$ cat src/rtl/mul64_ap_resp.sv
// ap_ctrl_hs responder: 64x64 -> low 64-bit unsigned multiply, one radix-2 shift-add step per cycle.
// Key-gated lock transitions are dormant when working_key is all zeros.
module mul64_ap_resp #(
    parameter int ITERS = 64
) (
    input  logic        ap_clk,
    input  logic        ap_rst_n,
    input  logic        ap_start,
    output logic        ap_done,
    output logic        ap_idle,
    output logic        ap_ready,
    input  logic [63:0] a,
    input  logic [63:0] b,
    output logic [63:0] ap_return,
    input  logic [63:0] working_key
);

    // state | meaning
    // IDLE  | waiting for ap_start, operands sampled on acceptance
    // CALC  | one shift-add iteration per cycle, ITERS cycles
    // DONE  | one-cycle ap_done/ap_ready, result already on ap_return
    // HOLD  | lock trap, left only through reset
    typedef enum logic [3:0] {
        IDLE = 4'b0001,
        CALC = 4'b0010,
        DONE = 4'b0100,
        HOLD = 4'b1000
    } state_t;

    state_t      r_state;
    logic [63:0] r_acc;
    logic [63:0] r_a_sh;
    logic [63:0] r_b_sh;
    logic [6:0]  r_cnt;
    logic [63:0] r_ret;

    logic        w_lock_skip_calc;
    logic        w_lock_skip_add;
    logic        w_lock_hold;
    logic        w_add;
    logic [63:0] w_acc_nxt;
    logic        w_last;
    logic        w_unused_key;

    assign w_unused_key     = ^working_key[63:3];
    assign w_lock_skip_calc = working_key[0] & (a[1:0] == 2'b11);
    assign w_lock_skip_add  = working_key[1] & (r_b_sh[3:2] == 2'b11);
    assign w_add            = r_b_sh[0] & ~w_lock_skip_add;
    assign w_acc_nxt        = w_add ? (r_acc + r_a_sh) : r_acc;
    assign w_lock_hold      = working_key[2] & (w_acc_nxt[5:4] == 2'b11);
    assign w_last           = (r_cnt == 7'(ITERS - 1));

    assign ap_done   = (r_state == DONE);
    assign ap_ready  = (r_state == DONE);
    assign ap_idle   = (r_state == IDLE) & ~ap_start;
    assign ap_return = r_ret;

    always_ff @(posedge ap_clk) begin
        if (!ap_rst_n) begin
            r_state <= IDLE;
            r_acc   <= '0;
            r_a_sh  <= '0;
            r_b_sh  <= '0;
            r_cnt   <= '0;
            r_ret   <= '0;
        end else begin
            case (r_state)
                IDLE: begin
                    if (ap_start) begin
                        r_a_sh <= a;
                        r_b_sh <= b;
                        r_acc  <= '0;
                        r_cnt  <= '0;
                        if (w_lock_skip_calc) begin
                            r_ret   <= '0;
                            r_state <= DONE;
                        end else begin
                            r_state <= CALC;
                        end
                    end
                end
                CALC: begin
                    r_acc  <= w_acc_nxt;
                    r_a_sh <= r_a_sh << 1;
                    r_b_sh <= r_b_sh >> 1;
                    r_cnt  <= r_cnt + 7'd1;
                    if (w_last) begin
                        // HOLD clears the result so every output reads low in the trap
                        if (w_lock_hold) begin
                            r_ret   <= '0;
                            r_state <= HOLD;
                        end else begin
                            r_ret   <= w_acc_nxt;
                            r_state <= DONE;
                        end
                    end
                end
                DONE: begin
                    r_state <= IDLE;
                end
                HOLD: begin
                    r_state <= HOLD;
                end
                default: begin
                    r_state <= IDLE;
                end
            endcase
        end
    end

endmodule

$ cat config.mk
export PLATFORM = sky130hd
export DESIGN_NAME = mul64_ap_resp
export DESIGN_NICKNAME = d
export VERILOG_FILES = /design/src/rtl/mul64_ap_resp.sv
export SDC_FILE = /design/constraint.sdc
export NUM_CORES = 1
export LEC_CHECK = 0
export BUFFER_PORTS_ARGS = -buffer_cell sky130_fd_sc_hd__buf_2
export CAP_MARGIN = 10
export CORE_MARGIN = 8
export CORE_UTILIZATION = 38
export CTS_CLUSTER_DIAMETER = 120
export DETAILED_ROUTE_END_ITERATION = 8
export GPL_TIMING_DRIVEN = 0
export SYNTH_ARGS = -nofsm -noshare
export SYNTH_HDL_FRONTEND = slang
export SYNTH_SLANG_ARGS = --single-unit
$ cat constraint.sdc
create_clock -name ap_clk -period 3.4 [get_ports ap_clk]
set_clock_uncertainty 0.15 [all_clocks]
set_input_delay 0.68 -clock ap_clk [delete_from_list [all_inputs] [get_ports ap_clk]]
set_output_delay 0.68 -clock ap_clk [all_outputs]
set_load 0.005 [all_outputs]
# Word level (Yosys, flattened, before mapping)

Index checks and enable logic that the tools add are counted.

Add/sub/neg operators: 2
Multiply operators: 0
Div/mod/pow operators: 0
Order comparisons: 0
Equal/unequal tests: 11
Shifts and indexed selects: 0
Muxes and demuxes: 19
Bitwise gates (word level): 7
Reductions and logical operators: 4

Operator list:

| operator                                                         | count |
|---|---|
| 64-bit two-way mux                                               | 8 |
| 64-bit case mux with 2 select lines                              | 4 |
| 64-bit adder                                                     | 1 |
| 7-bit case mux with 2 select lines                               | 1 |
| 4-bit two-way mux                                                | 3 |
| 4-bit case mux with 3 select lines                               | 1 |
| 7-bit by 1-bit adder with 7-bit output (second input constant)   | 1 |
| 7-bit by 6-bit == test with 1-bit output (second input constant) | 1 |
| 7-bit two-way mux                                                | 1 |
| 2-bit == test (second input constant)                            | 3 |
| 2-bit inequality test (second input constant)                    | 3 |
| 1-bit bitwise AND                                                | 5 |
| 4-bit by 1-bit == test with 1-bit output (second input constant) | 1 |
| 4-bit by 2-bit == test with 1-bit output (second input constant) | 1 |
| 4-bit by 3-bit == test with 1-bit output (second input constant) | 1 |
| 4-bit == test (second input constant)                            | 1 |
| 2-bit AND reduction                                              | 2 |
| 4-bit AND reduction                                              | 1 |
| 3-bit two-way mux                                                | 1 |
| 1-bit NOT                                                        | 2 |
| 2-bit nonzero test                                               | 1 |

Bits in registers: 267
Latch bits: 0
Memory bits (writable): 0
ROM bits: 0
Bits of input ports: 195
Output and inout bits: 67
Logic and storage cells: 49
Memories: 0

# Logic depth before layout (Yosys ltp)

Gate-level depths: netlist (run 1).

Depth in word-level cells: 10
Mapped depth: 15
Depth with buffers taken out: 14

# Least setup slack after synthesis (run 1)

No wires, ideal clock.

Path type: register -> register
Start: reg r_acc[0]
End: reg r_ret[20] (netlist: ap_return[20])
Library setup time: 0.128 ns
Arrival: 2.812 ns
Path slack: 0.310 ns
Cell stages (with the launch flop): 16
Path buffers: 3
Clock period less this slack: 3.090 ns
Cell sequence: dfxtp_1 -> ha_1 -> inv_1 -> fa_1 -> nor2b_1 -> o21ai_0 -> a211oi_1 -> a21oi_1 -> or3b_1 -> buf_2 -> nand3_2 -> buf_2 -> buf_1 -> nor2_1 -> a21oi_1 -> nor2_1

Cells in the longest elaborated chain, start to end: 7

RTL lines:

| item                                  | RTL line | source |
|---|---|---|
| start: declaration                    | 31       | `logic [63:0] r_acc;` |
| start signal: assignment              | 83       | `r_acc <= w_acc_nxt;` |
| 64-bit adder *                        | 49       | `assign w_acc_nxt = w_add ? (r_acc + r_a_sh) : r_acc;` |
| 64-bit two-way mux *                  | 49       |  |
| 2-bit == test                         | 50       | `assign w_lock_hold = working_key[2] & (w_acc_nxt[5:4] == 2'b11);` |
| 1-bit bitwise AND                     | 50       |  |
| 64-bit two-way mux *                  | 89       | `if (w_lock_hold) begin` |
| 64-bit two-way mux *                  | 87       | `if (w_last) begin` |
| 64-bit case mux with 2 select lines * | 67       | `case (r_state)` |
| end signal: assignment                | 93       | `r_ret <= w_acc_nxt;` |
| end: declaration                      | 35       | `logic [63:0] r_ret;` |

Mark *: on every way between the ends. The rest lies on a longest branch, timed or not. The select of a mux whose other input is x is not followed.
A chain may end at the register's enable or synchronous reset.

# Final worst setup path (run 1)

Start: reg r_acc[12]
End: reg r_ret[51] (netlist: ap_return[51])

Cells in the longest elaborated chain, start to end: 5

RTL lines:

| item                                | RTL line |
|---|---|
| 64-bit adder                        | 49 |
| 64-bit two-way mux                  | 49 |
| 64-bit two-way mux                  | 89 |
| 64-bit two-way mux                  | 87 |
| 64-bit case mux with 2 select lines | 67 |

No other way between the ends. The select of a mux whose other input is x is not followed.

==> flow_summary.yaml, run 1 <==
run_status:
  outcome: "complete, no violations"
critical_path:
  cp_data_arrival_time_ps: 3650
  worstPathMaxFanout: 7
  worstPathRequired_ps: 3740
  cp-start-kind: "register"
  worstSetupPathType: "register to register"
  worst_setup_path_end_kind: "register"
cells_and_area:
  synthToLayoutAreaGrowth_pct: 21.4
  seq_area_um2: 5350
  final_nets: 2505
  n_fill_cell: 4003
  drive_above_1_share_pct: 16.1
  multiInputGateArea_um2: 9330
clock_network:
  h-tree-depth: 1
  cts_tree: "built"
  clkTransAtPathRegs_ps: 60
  numCtsBuffers: 31
  hold_buffers: 0
  clock_sinks: 267
  clk_latency_ps: 600
  clockBufferDepth: 3
  clock-root-buffer: "clkbuf_16"
power:
  p_per_area_nw_per_um2: 455
  p_int_uw: 5770
  pwr-share-comb_pct: 16.6
  seqPwrFrac_pct: 41.5
  pwr-share-clk_pct: 41.9
  vdd_ir_drop_max_uv: 406
  sw_frac_of_total_pct: 30.4
  p_switching_uw: 2520
  p_leak_uw: 0.00738
placement:
  numPortBuffers: 200
  dpl_worst_slack_ps: -604
  place.gp.congestion: 0.945
  hpwlAfterDp_um: 42800
sta:
  setup_viol: 0
  maxSlewHeadroom_pct: 15.4
  period_share_pct: 97.3
  worst_slew_pin_slew_ps: 1270
  period_minus_slack_ps: 3310
  rsz0062_at_grt: "true"
  drv_slew: 0
  hold_violations: 0
  timing.fmax_mhz: 302
  holdWs_ps: 189
  setup_ws_ps: 91.9
logic_synthesis:
  synth_area_um2: 15000
  yosysTopAreaCell: "dfxtp_1"
  synth_top_area_share_pct: 35.7
  synth_nets: 2260
  ys_warn_count: 0
  ys_dominant_reg_cell: "dfxtp_1"
  synth.distinct_cells: 78
  ys_async_sr_fraction_pct: 0
  ys_seq_area_share_pct: 35.7
  avgSynthCellArea_um2: 7.50
  ys_ff_latch: 267
  synth_cells: 2000
  synth_area_leaders: "dfxtp_1 (36%), nand2_1 (9.8%), a311oi_1 (7.3%)"
  synth-edff-count: 0
route:
  routed_wl_um: 56800
  wire_per_inst_um: 20.4
  drtIter0Drc: 1146
  vias: 15900
  ant_nets: 0
  drc: 0
  first_pass_iters: 5
  vias_per_cell: 5.71
floorplan:
  start_util_pct: 38.6
  die_w_um: 215
  core.rowCount: 72
  die_area_um2: 46100
  core-area_um2: 38800
  num_io_pins: 262
  dieHeight_um: 215
global_routing:
  grt_pass1_wl_um: 87800
  antenna_found_initial: 5
  grt_max_degree: 17
  grt_pass1_vias: 15500
  grtUsageTotal_pct: 23.5
  grt_overflow: 0
job:
  drv_cap: 0
min_path:
  hold_class: "primary input to register"
power by group through the flow:
stage	combinational [uW]	clock [uW]	sequential (uW)
2_1_floorplan	856	0	3460
4_1_cts	1340	3510	3440
3_5_place_dp	1330	0	3510
5_1_grt	1510	3650	3460
3_3_place_gp	1310	0	3500
6_report	1380	3470	3440
cell families after synthesis:
kind of cell	share of synthesized area (%)
fa+ha+maj	5.47
buf+inv	4.42
mux	1.21
xor+xnor	3.10
compound gates	25.8
simple gates	24.3
flops	35.7
placed cells by master, fill, tap and decap left out, types with 12 or more instances in the layout:
master and instances:
a21o_1 36, a21oi_1 149, a21oi_2 12, a311oi_1 124, a31oi_1 32, buf_2 203
buf_4 16, clkbuf_1 133, clkbuf_16 31, dfxtp_1 261, ha_1 55, inv_1 15
mux2i_1 16, nand2_1 389, nand3_1 54, nand4_1 33, nor2_1 288, nor3_1 17
o21a_1 14, o21ai_0 80, o21ai_1 12, o21bai_1 13, xnor2_1 24, xor2_1 27
state kept, by name (all words and copies together) (netlist names):
signal and cells:
r_a_sh 64, ap_return 64, r_cnt 7, r_acc 64, r_state 4, r_b_sh 64
synth_stat cells (4+ instances only):
library cell and count:
or3_1 7, a211o_1 4, nand2_2 4, a21oi_2 4, nand3_1 54, dfxtp_1 267
buf_2 8, a22oi_1 6, nand4_1 33, inv_1 15, nor4_1 5, o21ai_1 10
a21oi_1 163, ha_1 64, a21o_1 36, o21ai_0 84, nand2_1 393, a31oi_1 33
buf_1 13, clkbuf_1 135, and3_1 10, nor2_1 291, a211oi_1 9, xor2_1 27
a32oi_1 11, and2_1 10, mux2i_1 17, nor3_1 17, o31a_1 4, nand3b_1 6
nor2b_1 8, o21a_1 14, o31ai_1 6, a311oi_1 125, xnor2_1 26, o21bai_1 14
critical path, stage by stage (launching register included):
cell and delay [ps]:
dfxtp_2 350, ha_1 280, buf_2 170, a21oi_2 180, o21ai_0 150, a22oi_2 250
a21boi_2 120, o21bai_2 240, a31oi_4 180, a41o_4 350, a21o_1 170, xnor2_1 180
o21ai_0 170, a22o_1 250
metal layers:
layer  up-vias  GRT usage (%)  share of wire [%]  wire length [um]
li1       7639              -                  -                 -
met1      7638           29.7                 43             24600
met2       538           39.1                 47             26500
met3        97           5.19                6.9              3930
met4         4           7.98                3.1              1770
met5         -              0              0.040                23
final cells by class:
class | instances | share of cell area, %
well taps | 518 | 3.56
clock buffers | 47 | 5.14
diodes | 1 | 0.0137
clock inverters | 8 | 0.632
repair buffers | 214 | 6.12
plain buffers | 155 | 3.55
multi-input cells | 1560 | 51.3
flip-flops and latches | 267 | 29.4
inverters | 16 | 0.330
final timing paths:
check | end | depth (start not counted) | slack (ps) | startpoint
worst min register to register | ap_return[40]$_SDFFE_PN0P_ | 2 | 290 | ap_return[40]$_SDFFE_PN0P_
worst max register to register | ap_return[51]$_SDFFE_PN0P_ | 13 | 90 | r_acc[12]$_SDFFE_PN0P_
worst max-delay path | ap_return[51]$_SDFFE_PN0P_ | 13 | 90 | r_acc[12]$_SDFFE_PN0P_
worst min-delay path | r_a_sh[59]$_SDFFE_PN0P_ | 3 | 190 | a[59]
what timing repair did:
| item | 4_1_cts | 5_1_grt |
|---|---|---|
| pin swaps | 15 | 21 |
| gates resized for setup | 50 | 57 |
| setup buffers | 10 | 3 |
| endpoints found under the setup margin | 69 | 87 |
| cloned | 0 | 0 |
stage by stage:
| stage | cells | TNS, ps | utilization, % | total power, uW | area (um2) |
|---|---|---|---|---|---|
| after floorplan | 2000 | 0 | - | 4320 | 15000 |
| after global placement | 2718 | -23110 | 42.9 | 4810 | 16600 |
| after detailed placement | 2718 | -25080 | 42.9 | 4830 | 16600 |
| after CTS | 2783 | -74.5 | 46.2 | 8290 | 18000 |
| after global routing | 2786 | -78.8 | 46.9 | 8620 | 18200 |
| final | 2786 | 0 | 46.9 | 8290 | 18200 |
Note: power is estimated with default switching activity, not from simulation.
==> run 2, diff against run 1 <==
- GPL_TIMING_DRIVEN: 0 -> unset
==> flow_summary.yaml, run 2 (synthesis gave the netlist of run 1 again) <==
global_routing:
  grt_pass1_vias: 14600
  gr-usage-met3_pct: 4.44
  busiest_layer: "met2"
  grt_overflow: 0
  grt_pass1_wl_um: 77200
  antenna_found_initial: 5
  use_met2_pct: 33.3
  grtUsageTotal_pct: 19.8
  grtUsageMet1_pct: 25.4
  grt_max_degree: 187
floorplan:
  die_area_um2: 46100
  core-area_um2: 38800
  die_w_um: 215
  core.rowCount: 72
  num_io_pins: 262
  start_util_pct: 38.6
  dieHeight_um: 215
sta:
  holdWs_ps: 187
  worst_slew_pin_slew_ps: 1180
  period_minus_slack_ps: 3300
  hold_violations: 0
  tns_ps: 0
  maxSlewHeadroom_pct: 21.0
  period_share_pct: 97.0
  timing.fmax_mhz: 303
  rsz0062_at_grt: "true"
  setup_ws_ps: 102
  drv_slew: 0
  setup_viol: 0
power:
  vdd_ir_drop_max_uv: 376
  p_total_uw: 8190
  p_leak_uw: 0.00748
  p_per_area_nw_per_um2: 452
route:
  vias: 14900
  ant_nets: 0
  first_pass_iters: 6
  drc: 0
  routed_wl_um: 48200
  wire_per_inst_um: 17.8
  drtIter0Drc: 911
  vias_per_cell: 5.52
clock_network:
  cts_tree: "built"
  clkTransAtPathRegs_ps: 60
  clock-root-buffer: "clkbuf_16"
  numCtsBuffers: 31
  clock_sinks: 267
  clockBufferDepth: 3
  clk_latency_ps: 600
  h-tree-depth: 1
  hold_buffers: 0
critical_path:
  worstSetupPathType: "register to register"
  cp_data_arrival_time_ps: 3590
  worstPathMaxFanout: 8
  cp-start-kind: "register"
  crit_chain: "ha_1 > nand2_1 > nor4_4 > o21ai_2 > nand2_2 > a31oi_4 > o41ai_4 > a31oi_2 > and2_1 > o31ai_2 > mux2i_1 > a21oi_1"
  critical-path-max-stage-delay_ps: 450
  worstPathRequired_ps: 3690
  critical-path-slowest-cell: "ha_1"
  worst_setup_path_end_kind: "register"
job:
  drv_cap: 0
min_path:
  hold_class: "primary input to register"
placement:
  dpl_worst_slack_ps: -177
  hpwlAfterDp_um: 34100
  numPortBuffers: 200
  place.gp.congestion: 0.918
cells_and_area:
  seq_area_um2: 5350
  final_common_cell: "nand2_1"
  multiInputGateArea_um2: 9290
  final_cell_mix: "nand2_1 (391), nor2_1 (289), dfxtp_1 (264)"
  fin_util_pct: 46.6
  drive_above_1_share_pct: 18.7
  synthToLayoutAreaGrowth_pct: 20.7
  n_fill_cell: 3900
  final_nets: 2416
run_status:
  outcome: "complete, no violations"
==> run 2: cell count changes in the layout (fill, tap and decap cells not counted), sizes merged <==
cell      change
buf          +47
clkbuf      -140
clkinv        +3
clkinvlp      +2
inv           +2
==> run 2: layout make-up <==
class	count	share of cell area, %
Clock inverter	15	0.878
Tap cell	518	3.58
Clock buffer	43	4.98
Inverter	16	0.360
Timing Repair Buffer	280	9.29
Antenna cell	1	0.0138
Sequential cell	267	29.6
Multi-Input combinational cell	1560	51.3
==> run 2: through the flow <==
stage          instances  instance area, um2
4_1_cts             2696               17800
3_5_place_dp        2638               16700
6_report            2700               18100
2_1_floorplan       2000               15000
3_3_place_gp        2638               16700
5_1_grt             2699               18100
==> run 2: power breakdown <==
part	switching, uW	total (uW)	internal [uW]
sequential	141	3450	3310
clock	1450	3460	2010
combinational	833	1280	445
total	2420	8190	5760
==> run 2: worst paths after layout <==
path	startpoint	to	slack, ps	cells after the start
setup / recovery	r_acc[13]$_SDFFE_PN0P_	r_acc[61]$_SDFFE_PN0P_	100	12
hold / removal	b[8]	r_b_sh[8]$_SDFFE_PN0P_	190	3
hold reg to reg	ap_return[27]$_SDFFE_PN0P_	ap_return[27]$_SDFFE_PN0P_	290	2
setup reg to reg	r_acc[13]$_SDFFE_PN0P_	r_acc[61]$_SDFFE_PN0P_	100	12
==> run 2: timing repair <==
item | 4_1_cts | 5_1_grt
resized for setup | 3 | 49
setup buffers | 0 | 2
endpoints found under the setup margin | 4 | 71
pin swaps | 0 | 13
hold endpoints to repair | 0 | 0
==> run 2: layer usage <==
| layer | part of all wire, % | up-vias |
|---|---|---|
| met1 | 45 | 7051 |
| li1 | - | 7466 |
| met5 | 0.11 | - |
| met4 | 2.1 | 8 |
| met2 | 47 | 317 |
| met3 | 5.5 | 70 |
==> run 2: worst max-delay path, delay by kind of cell (launching register included) <==
kind / cells / cell delay, ps
compound gates: 6 / 1260
fa+ha+maj: 1 / 450
flops: 1 / 330
mux: 1 / 230
simple gates: 4 / 730
==> run 3, diff against run 2 <==
- CORE_ASPECT_RATIO: unset -> 0.8
==> flow_summary.yaml, run 3 (synthesis gave the netlist of run 1 again) <==
run_status:
  outcome: "complete, no violations"
floorplan:
  die_w_um: 238
  core-area_um2: 39200
  start_util_pct: 38.2
  dieHeight_um: 194
  num_io_pins: 262
  die_area_um2: 46100
  core.rowCount: 65
critical_path:
  worst_setup_path_end_kind: "register"
  r2r_setup_slack_ps: 80
  critical-path-max-stage-delay_ps: 480
  worstPathMaxFanout: 7
  worstPathRequired_ps: 3690
  startpoint: "r_acc[1]$_SDFFE_PN0P_"
  cp-start-kind: "register"
  crit_top_cell: "nor2_1"
  reg2regPathDepth: 12
  worstSetupPathType: "register to register"
  r2r_end: "ap_return[60]$_SDFFE_PN0P_"
  crit_chain: "ha_1 > a211oi_4 > o21bai_1 > a21oi_1 > xnor2_1 > mux2i_1 > or3b_1 > nand3_2 > nor2_1 > buf_4 > a222oi_1 > nor2_1"
  regToRegStartpoint: "r_acc[1]$_SDFFE_PN0P_"
  critical-path-slowest-cell: "or3b_1"
  cp_data_arrival_time_ps: 3610
route:
  first_pass_iters: 5
  ant_nets: 0
  drtIter0Drc: 1042
  drc: 0
  routed_wl_um: 49100
  wire_per_inst_um: 17.8
  vias: 15200
  vias_per_cell: 5.52
job:
  drv_cap: 0
sta:
  drv_slew: 0
  setup_viol: 0
  period_minus_slack_ps: 3320
  period_share_pct: 97.6
  holdWs_ps: 201
  hold_violations: 0
  timing.fmax_mhz: 301
  maxSlewHeadroom_pct: 40.6
  worst_slew_pin_slew_ps: 891
  rsz0062_at_grt: "true"
  setup_ws_ps: 80.3
clock_network:
  clock_sinks: 267
  h-tree-depth: 1
  clockBufferDepth: 3
  clkTransAtPathRegs_ps: 70
  hold_buffers: 0
  clock-root-buffer: "clkbuf_16"
  numCtsBuffers: 29
  clk_latency_ps: 570
  cts_tree: "built"
cells_and_area:
  n_antenna_cell: 0
  final_nets: 2457
  layout.cells.non_filler: 2755
  multiInputGateArea_um2: 9250
  final_common_cell: "nand2_1"
  synthToLayoutAreaGrowth_pct: 22.1
  n_fill_cell: 3961
  seq_area_um2: 5350
  drive_above_1_share_pct: 19.7
  final_cell_mix: "nand2_1 (391), nor2_1 (289), dfxtp_1 (264)"
min_path:
  hold_class: "primary input to register"
  worstHoldEndpoint: "r_b_sh[63]$_SDFFE_PN0P_"
  whs_path_depth: 3
  min_from: "b[63]"
power:
  vdd_ir_drop_max_uv: 341
  p_per_area_nw_per_um2: 435
  p_leak_uw: 0.00766
global_routing:
  antenna_found_initial: 0
  grt_max_degree: 197
  grt_overflow: 0
  grt_pass1_vias: 14400
  grt_pass1_wl_um: 78400
  grtUsageTotal_pct: 20.3
placement:
  place.gp.congestion: 0.878
  place_inst: 2695
  numPortBuffers: 200
  dpl_worst_slack_ps: -65.6
  hpwlAfterDp_um: 34500
-- run 3: changes by cell type in the layout (fill, tap and decap cells not counted), moves of 2 or more --
cell / change
a21oi_2: -2
buf_4: +43
clkbuf_16: -2
clkbuf_8: -4
clkinv_4: +2
ha_1: +4
ha_2: -4
o21ai_1: +4
o21ai_2: -2
-- run 3: layout make-up --
class,count,area share [%]
sequential,267,29.2
tap,536,3.66
timing repair buffer,323,11.0
multi-input combinational,1560,50.5
clock buffer,36,4.33
clock inverter,17,0.889
inverter,16,0.356
-- run 3: what timing repair did --
item                       4_1_cts  5_1_grt
pin swaps                        3       16
setup buffers                    0        7
gates resized for setup          6       36
setup endpoints to repair       10       66
-- run 3: critical path: cells and delay by family (launching register included) --
kind                       cells  cell delay, ps
buffers and inverters          1             180
xor gates and xnor gates       1             160
adders and majority gates      1             340
and+or+nand+nor                4             830
muxes                          1             130
DFF                            1             330
AOI/OAI and AO/OA              4            1040
-- run 3: routing by layer --
metal  global-route usage (%)  vias up  share of wire [%]
li1                         -     7562                  -
met4                     5.29        0                2.3
met1                     30.4     7144                 50
met3                     3.41       75                5.9
met2                     29.8      414                 41
met5                        0        -                  0
-- run 3: where the power goes --
group / leakage, uW / switching, uW / internal (uW) / total, uW
Combinational: 0.00502 / 854 / 476 / 1330
Sequential: 0.00217 / 138 / 3310 / 3440
Clock: 0.000472 / 1380 / 1810 / 3200
-- run 3: stage by stage --
step	total power [uW]	setup TNS (ps)	area, um2	utilization (%)
5_1_grt	8350	-741	18300	46.7
4_1_cts	8050	-1.02	18000	46.0
3_5_place_dp	4810	-146	17100	43.5
6_report	7970	0	18300	46.7
2_1_floorplan	4320	0	15000	-
3_3_place_gp	4800	-54.9	17100	43.5
-- run 3: worst max path at each step --
stage | end | slack, ps | cells past startpoint
finish | ap_return[60]$_SDFFE_PN0P_ | 80 | 12
detailed placement | r_acc[62]$_SDFFE_PN0P_ | -70 | 14
floorplan | ap_return[20]$_SDFFE_PN0P_ | 310 | 15
global placement | r_acc[62]$_SDFFE_PN0P_ | -40 | 14
global route | ap_return[18]$_SDFFE_PN0P_ | -80 | 12
CTS | ap_return[51]$_SDFFE_PN0P_ | -1 | 13
